===== config.mk =====
export PLATFORM = sky130hd
export DESIGN_NAME = time_entry_loader_flat
export DESIGN_NICKNAME = d
export VERILOG_FILES = /design/src/rtl/time_entry_loader_pkg.sv /design/src/rtl/time_entry_loader_if.sv /design/src/rtl/time_entry_loader_check.sv /design/src/rtl/time_entry_loader.sv /design/src/flat_wrapper.sv
export SDC_FILE = /design/constraint.sdc
export NUM_CORES = 1
export LEC_CHECK = 0
export CORE_ASPECT_RATIO = 0.8
export CORE_MARGIN = 3
export CORE_UTILIZATION = 29
export DETAILED_ROUTE_END_ITERATION = 7
export GPL_TIMING_DRIVEN = 0
export PLACE_DENSITY_LB_ADDON = 0.3
export SYNTH_ARGS = -nofsm -noshare
export SYNTH_HDL_FRONTEND = slang
export SYNTH_HIERARCHICAL = 1
export SYNTH_SLANG_ARGS = --single-unit

===== constraint.sdc =====
create_clock -name clk -period 2.25 [get_ports clk]
set_input_delay 0.45 -clock clk [delete_from_list [all_inputs] [get_ports clk]]
set_output_delay 0.45 -clock clk [all_outputs]
set_load 0.01 [all_outputs]

===== src/rtl/time_entry_loader_pkg.sv =====
// Shared types and constants for the keypad-to-countdown time entry loader.
package time_entry_loader_pkg;

  typedef enum logic [1:0] {
    ST_IDLE   = 2'd0,
    ST_ENTRY  = 2'd1,
    ST_LOAD   = 2'd2,
    ST_LOCKED = 2'd3
  } state_t;

  localparam int BCD_W            = 4;
  localparam int NUM_DIGITS       = 4;
  localparam int DIGIT_MAX        = 9;
  localparam int SEC_TENS_MAX_DEF = 5;
  localparam int DIGITS_W         = BCD_W * NUM_DIGITS;
  localparam int CNT_W            = 3;
  localparam int LOAD_CNT_W       = 2;

  function automatic logic is_digit(input logic [BCD_W-1:0] code);
    return code <= BCD_W'(DIGIT_MAX);
  endfunction

endpackage


===== src/rtl/time_entry_loader_if.sv =====
// Keypad/control inputs and counter-load/status outputs of the time entry loader.
interface time_entry_loader_if;
  import time_entry_loader_pkg::*;

  logic                 key_valid;
  logic [BCD_W-1:0]     key_code;
  logic                 start;
  logic                 cancel;
  logic                 done;
  logic [DIGITS_W-1:0]  digits;
  logic                 loadn;
  logic                 busy;
  logic                 entry_err;
  logic [CNT_W-1:0]     digit_cnt;

  modport master (
    output key_valid, key_code, start, cancel, done,
    input  digits, loadn, busy, entry_err, digit_cnt
  );

  modport slave (
    input  key_valid, key_code, start, cancel, done,
    output digits, loadn, busy, entry_err, digit_cnt
  );

endinterface


===== src/rtl/time_entry_loader_check.sv =====
// Combinational MM:SS validation; normalizes seconds >= 60 into minutes when
// TIME_ENTRY_NORMALIZE_EN is defined.
module time_entry_check
  import time_entry_loader_pkg::*;
#(
  parameter int SEC_TENS_MAX = SEC_TENS_MAX_DEF
) (
  input  logic [DIGITS_W-1:0] digits,
  output logic                valid,
  output logic                is_zero,
  output logic [DIGITS_W-1:0] norm_digits
);

  logic [BCD_W-1:0] sec_t;
  logic             sec_ok;

  assign sec_t   = digits[7:4];
  assign sec_ok  = sec_t <= BCD_W'(SEC_TENS_MAX);
  assign is_zero = (digits == '0);

`ifdef TIME_ENTRY_NORMALIZE_EN
  logic [BCD_W-1:0] min_t;
  logic [BCD_W-1:0] min_u;

  assign min_t = digits[15:12];
  assign min_u = digits[11:8];

  // Only 6x..9x seconds can fold into minutes; 99 minutes has no room for the carry.
  always_comb begin
    valid       = sec_ok;
    norm_digits = digits;
    if (!sec_ok && (sec_t >= 4'd6)) begin
      if ((min_t == 4'd9) && (min_u == 4'd9)) begin
        valid = 1'b0;
      end else begin
        valid            = 1'b1;
        norm_digits[7:4] = sec_t - 4'd6;
        if (min_u == 4'd9) begin
          norm_digits[15:12] = min_t + 4'd1;
          norm_digits[11:8]  = 4'd0;
        end else begin
          norm_digits[11:8]  = min_u + 4'd1;
        end
      end
    end
  end
`else
  assign valid       = sec_ok;
  assign norm_digits = digits;
`endif

endmodule


===== src/rtl/time_entry_loader.sv =====
// Keypad time entry and parallel load of the BCD countdown chain.
// Optional seconds normalization: define TIME_ENTRY_NORMALIZE_EN.
//
//   state  | meaning
//   IDLE   | cleared, waiting for first digit
//   ENTRY  | collecting digits, start triggers validation
//   LOAD   | loadn held low, digits frozen
//   LOCKED | countdown running, waiting for done
module time_entry_loader
  import time_entry_loader_pkg::*;
#(
  parameter int SEC_TENS_MAX = SEC_TENS_MAX_DEF,
  parameter int LOAD_CYCLES  = 1
) (
  input logic                clk,
  input logic                clrn,
  time_entry_loader_if.slave bus
);

  state_t                state_q, state_d;
  logic [DIGITS_W-1:0]   digits_q, digits_d;
  logic [CNT_W-1:0]      cnt_q, cnt_d;
  logic [LOAD_CNT_W-1:0] load_cnt_q, load_cnt_d;
  logic                  loadn_q, loadn_d;
  logic                  busy_q, busy_d;
  logic                  err_q, err_d;

  logic                  chk_valid;
  logic                  chk_zero;
  logic [DIGITS_W-1:0]   chk_norm;
  logic                  key_ok;

  time_entry_check #(
    .SEC_TENS_MAX (SEC_TENS_MAX)
  ) u_check (
    .digits      (digits_q),
    .valid       (chk_valid),
    .is_zero     (chk_zero),
    .norm_digits (chk_norm)
  );

  assign key_ok = bus.key_valid && is_digit(bus.key_code) &&
                  (cnt_q < CNT_W'(NUM_DIGITS));

  always_ff @(posedge clk or negedge clrn) begin
    if (!clrn) begin
      state_q    <= ST_IDLE;
      digits_q   <= '0;
      cnt_q      <= '0;
      load_cnt_q <= '0;
      loadn_q    <= 1'b1;
      busy_q     <= 1'b0;
      err_q      <= 1'b0;
    end else begin
      state_q    <= state_d;
      digits_q   <= digits_d;
      cnt_q      <= cnt_d;
      load_cnt_q <= load_cnt_d;
      loadn_q    <= loadn_d;
      busy_q     <= busy_d;
      err_q      <= err_d;
    end
  end

  always_comb begin
    state_d    = state_q;
    digits_d   = digits_q;
    cnt_d      = cnt_q;
    load_cnt_d = load_cnt_q;
    loadn_d    = loadn_q;
    err_d      = 1'b0;

    if (bus.cancel) begin
      state_d    = ST_IDLE;
      digits_d   = '0;
      cnt_d      = '0;
      load_cnt_d = '0;
      loadn_d    = 1'b1;
    end else begin
      case (state_q)
        ST_IDLE, ST_ENTRY: begin
          // An accepted start swallows any key arriving in the same cycle.
          if (bus.start && (state_q == ST_ENTRY)) begin
            if (chk_valid && !chk_zero) begin
              state_d    = ST_LOAD;
              digits_d   = chk_norm;
              loadn_d    = 1'b0;
              load_cnt_d = LOAD_CNT_W'(LOAD_CYCLES - 1);
            end else begin
              state_d  = ST_IDLE;
              digits_d = '0;
              cnt_d    = '0;
              err_d    = 1'b1;
            end
          end else if (key_ok) begin
            state_d  = ST_ENTRY;
            digits_d = {digits_q[DIGITS_W-BCD_W-1:0], bus.key_code};
            cnt_d    = cnt_q + 1'b1;
          end
        end
        ST_LOAD: begin
          if (load_cnt_q == '0) begin
            state_d = ST_LOCKED;
            loadn_d = 1'b1;
          end else begin
            load_cnt_d = load_cnt_q - 1'b1;
          end
        end
        ST_LOCKED: begin
          if (bus.done) begin
            state_d  = ST_IDLE;
            digits_d = '0;
            cnt_d    = '0;
          end
        end
        default: state_d = ST_IDLE;
      endcase
    end

    busy_d = (state_d == ST_LOAD) || (state_d == ST_LOCKED);
  end

  assign bus.digits    = digits_q;
  assign bus.digit_cnt = cnt_q;
  assign bus.loadn     = loadn_q;
  assign bus.busy      = busy_q;
  assign bus.entry_err = err_q;

endmodule


===== src/flat_wrapper.sv =====
// flat-port wrapper written by rule: the top's interface ports become plain ports
module time_entry_loader_flat import time_entry_loader_pkg::*;
#(
  parameter int SEC_TENS_MAX = SEC_TENS_MAX_DEF,
  parameter int LOAD_CYCLES  = 1
)
  (clk, clrn, bus_key_valid, bus_key_code, bus_start, bus_cancel, bus_done, bus_digits, bus_loadn, bus_busy, bus_entry_err, bus_digit_cnt);
  time_entry_loader_if bus_i ();
  input logic clk;
  input logic clrn;
  input wire logic [$bits(bus_i.key_valid)-1:0] bus_key_valid;
  input wire logic [$bits(bus_i.key_code)-1:0] bus_key_code;
  input wire logic [$bits(bus_i.start)-1:0] bus_start;
  input wire logic [$bits(bus_i.cancel)-1:0] bus_cancel;
  input wire logic [$bits(bus_i.done)-1:0] bus_done;
  output wire logic [$bits(bus_i.digits)-1:0] bus_digits;
  output wire logic [$bits(bus_i.loadn)-1:0] bus_loadn;
  output wire logic [$bits(bus_i.busy)-1:0] bus_busy;
  output wire logic [$bits(bus_i.entry_err)-1:0] bus_entry_err;
  output wire logic [$bits(bus_i.digit_cnt)-1:0] bus_digit_cnt;
  assign bus_i.key_valid = bus_key_valid;
  assign bus_i.key_code = bus_key_code;
  assign bus_i.start = bus_start;
  assign bus_i.cancel = bus_cancel;
  assign bus_i.done = bus_done;
  assign bus_digits = bus_i.digits;
  assign bus_loadn = bus_i.loadn;
  assign bus_busy = bus_i.busy;
  assign bus_entry_err = bus_i.entry_err;
  assign bus_digit_cnt = bus_i.digit_cnt;
  time_entry_loader #(.SEC_TENS_MAX(SEC_TENS_MAX), .LOAD_CYCLES(LOAD_CYCLES)) u_core (.clk(clk), .clrn(clrn), .bus(bus_i));
endmodule

==> flow_summary.yaml <==
status:
  status: "finished clean"
timing:
  hold_slack_ps: 528
  setup_viol: 0
  slew_headroom: 0.231
  rsz0062_at_grt: "no"
  min_period_over_period: 0.948
  worstMarginPinSlew_ps: 1150
  finalHoldViolCount: 0
  max_freq_mhz: 469
  finalClockSkew_ps: 7.87
  slew_violations: 0
  fin_ws_ps: 118
  period_needed_ps: 2130
setup_path:
  r2r_cells: 5
  required_ps: 2410
  crit_arrival_ps: 2290
  crit_start: "u_core/bus.digits[0]"
  path_class: "reg2reg"
  r2r-start: "u_core/bus.digits[0]"
  crit_path_start_kind: "flop"
  path_max_fanout: 5
  crit_path_end_kind: "flop"
  rrSetupSlack_ps: 120
  reg2reg_to: "u_core/bus.digit_cnt[0]"
  crit_path_end: "u_core/bus.digit_cnt[0]"
layout:
  drive_above_1_share: 0.353
  layout_commonest_cell: "clkdlybuf4s50_1"
  mostFrequentLayoutCells: "clkdlybuf4s50_1, dfrtp_1, buf_4, a22o_1, mux2_4"
  diodes: 0
  syn_to_final_growth_pct: 28.0
  nets: 183
power_and_ir_drop:
  power_density_nw_per_um2: 735
  cellLeakagePower_uw: 0.000918
  vdd_drop_max_mv: 0.346
synthesis:
  synth.distinct_cells: 39
  synth_edf_count: 0
  ys.flop_type: "dfrtp_1"
  ys_seq_area_frac: 0.406
  syn_area_um2: 1610
  syn_inst: 136
  async_flop_share: 1.00
  ys_warn_count: 6
  syn-num-nets: 148
  syn_area_per_cell_um2: 11.8
  synth_seq_cells: 26
flow_run:
  drv_cap: 0
detailed_routing:
  met3_length_um: 133
  ant_nets: 0
  drtIter0Drc: 45
  highest_layer: "met4"
  dr_wl_met2_um: 1640
  wl_met1_um: 1760
  drc: 0
  routed_wl_um: 3560
  via_count: 1140
  routedWlPerCell_um: 15.3
  dr.pass1.iters: 4
  route.detailed.vias_per_inst: 4.91
grt:
  grt_first_pass_wirelength_um: 6020
  grt_pass1_vias: 1161
  grt_usage: 0.120
  grt_max_degree: 27
  antenna_found_initial: 0
  grt_remaining_overflow: 0
clocking:
  holdBufCountCts: 0
  cts_resized: 0
  post_cts_buffers: 0
  cts_buffers: 3
  clk_pin_slew_worst_paths_ps: 100
  cts_tree: "done"
  clockBufferDepth: 2
  clock_sinks: 26
  clkLatencyLatePin_ps: 270
  h-tree-depth: 1
  cts_root_buf: "clkbuf_8"
die:
  die_y_um: 72.6
  coreArea_um2: 5180
  initial_core_util: 0.310
  io_pins: 32
  die_area_um2: 6470
  die_w_um: 89.2
  row_count: 23
min_path:
  hold_class: "in2reg"
place:
  routabilityCongestion: 0.814
  pre_cts_slack_ps: -18.3
  dp_hpwl_um: 2640
  portBuffers: 30
[metal layers]
layer / vias up / GRT usage
li1: 559 / -
met5: - / 0
met3: 2 / 0.0271
met1: 557 / 0.179
met4: 0 / 0.0215
met2: 22 / 0.181
[cell usage after synthesis, types with 2 or more instances]
cell / n / area [um^2]
buf_4: 18 / 135
a2111oi_0: 2 / 17.5
o21ai_0: 2 / 10.0
a22o_2: 6 / 60.1
a22o_1: 10 / 87.6
a21oi_1: 7 / 35.0
o21a_1: 2 / 15.0
inv_1: 8 / 30.0
dfrtp_1: 25 / 626
buf_2: 2 / 10.0
mux2_2: 6 / 67.6
or3_1: 2 / 12.5
mux2_4: 10 / 150
nand2_1: 4 / 15.0
buf_6: 3 / 33.8
nor4_1: 4 / 25.0
mux2i_1: 2 / 20.0
ha_1: 2 / 25.0
[cells by family (layout without fill, tap and decap cells)]
kind of cell / count (synthesis) / in the layout / synth area share
compound gates: 39 / 39 / 0.209
buf+inv: 31 / 65 / 0.130
flops: 26 / 26 / 0.406
mux: 19 / 19 / 0.155
simple gates: 18 / 18 / 0.0794
fa+ha+maj: 2 / 2 / 0.0156
xor+xnor: 1 / 1 / 0.00545
[flip-flops by register name, summed over array words and instances, names as in the netlist]
name	count
u_core/bus.busy	1
u_core/bus.digits	16
u_core/bus.digit_cnt	3
u_core/bus.loadn	1
u_core/bus.entry_err	1
u_core/load_cnt_q	2
u_core/state_q	2
[through the flow]
stage / util / instance area, um^2 / cells / total power (uW) / TNS, ps
2_1_floorplan: - / 1610 / 136 / 926 / 0
3_3_place_gp: 0.383 / 1980 / 228 / 1120 / 0
3_5_place_dp: 0.383 / 1980 / 228 / 1130 / -156
4_1_cts: 0.397 / 2060 / 232 / 1530 / 0
5_1_grt: 0.397 / 2060 / 232 / 1610 / 0
6_report: 0.397 / 2060 / 232 / 1510 / 0
[critical path, stage by stage (launching register included)]
cell and delay [ps]:
dfrtp_1 450, nor4_1 360, and4_1 290, and4b_1 270, o31a_1 350, mux2_1 320
[worst min-delay path by stage]
stage,from,end,cells after the start
final,bus_cancel,u_core/load_cnt_q[0],2
after global routing,bus_cancel,u_core/load_cnt_q[0],2
after global placement,u_core/bus.digit_cnt[0],u_core/bus.digit_cnt[0],1
after CTS,bus_cancel,u_core/load_cnt_q[0],2
after detailed placement,u_core/bus.digit_cnt[0],u_core/bus.digit_cnt[0],1
after floorplan,clrn,u_core/bus.busy,0
[cell type report]
class	count	area, um^2
Tap cell	62	77.6
Timing Repair Buffer	30	300
Inverter	8	30.0
Multi-Input combinational cell	79	746
Clock inverter	1	30.0
Fill cell	506	3120
Clock buffer	3	41.3
Sequential cell	26	652
Buffer	23	179
[power by group]
part	switching (uW)	internal (uW)	leakage, uW
clock	151	238	0.0000357
sequential	74.6	530	0.000349
combinational	219	299	0.000533
(Power assumes the default switching activity.)
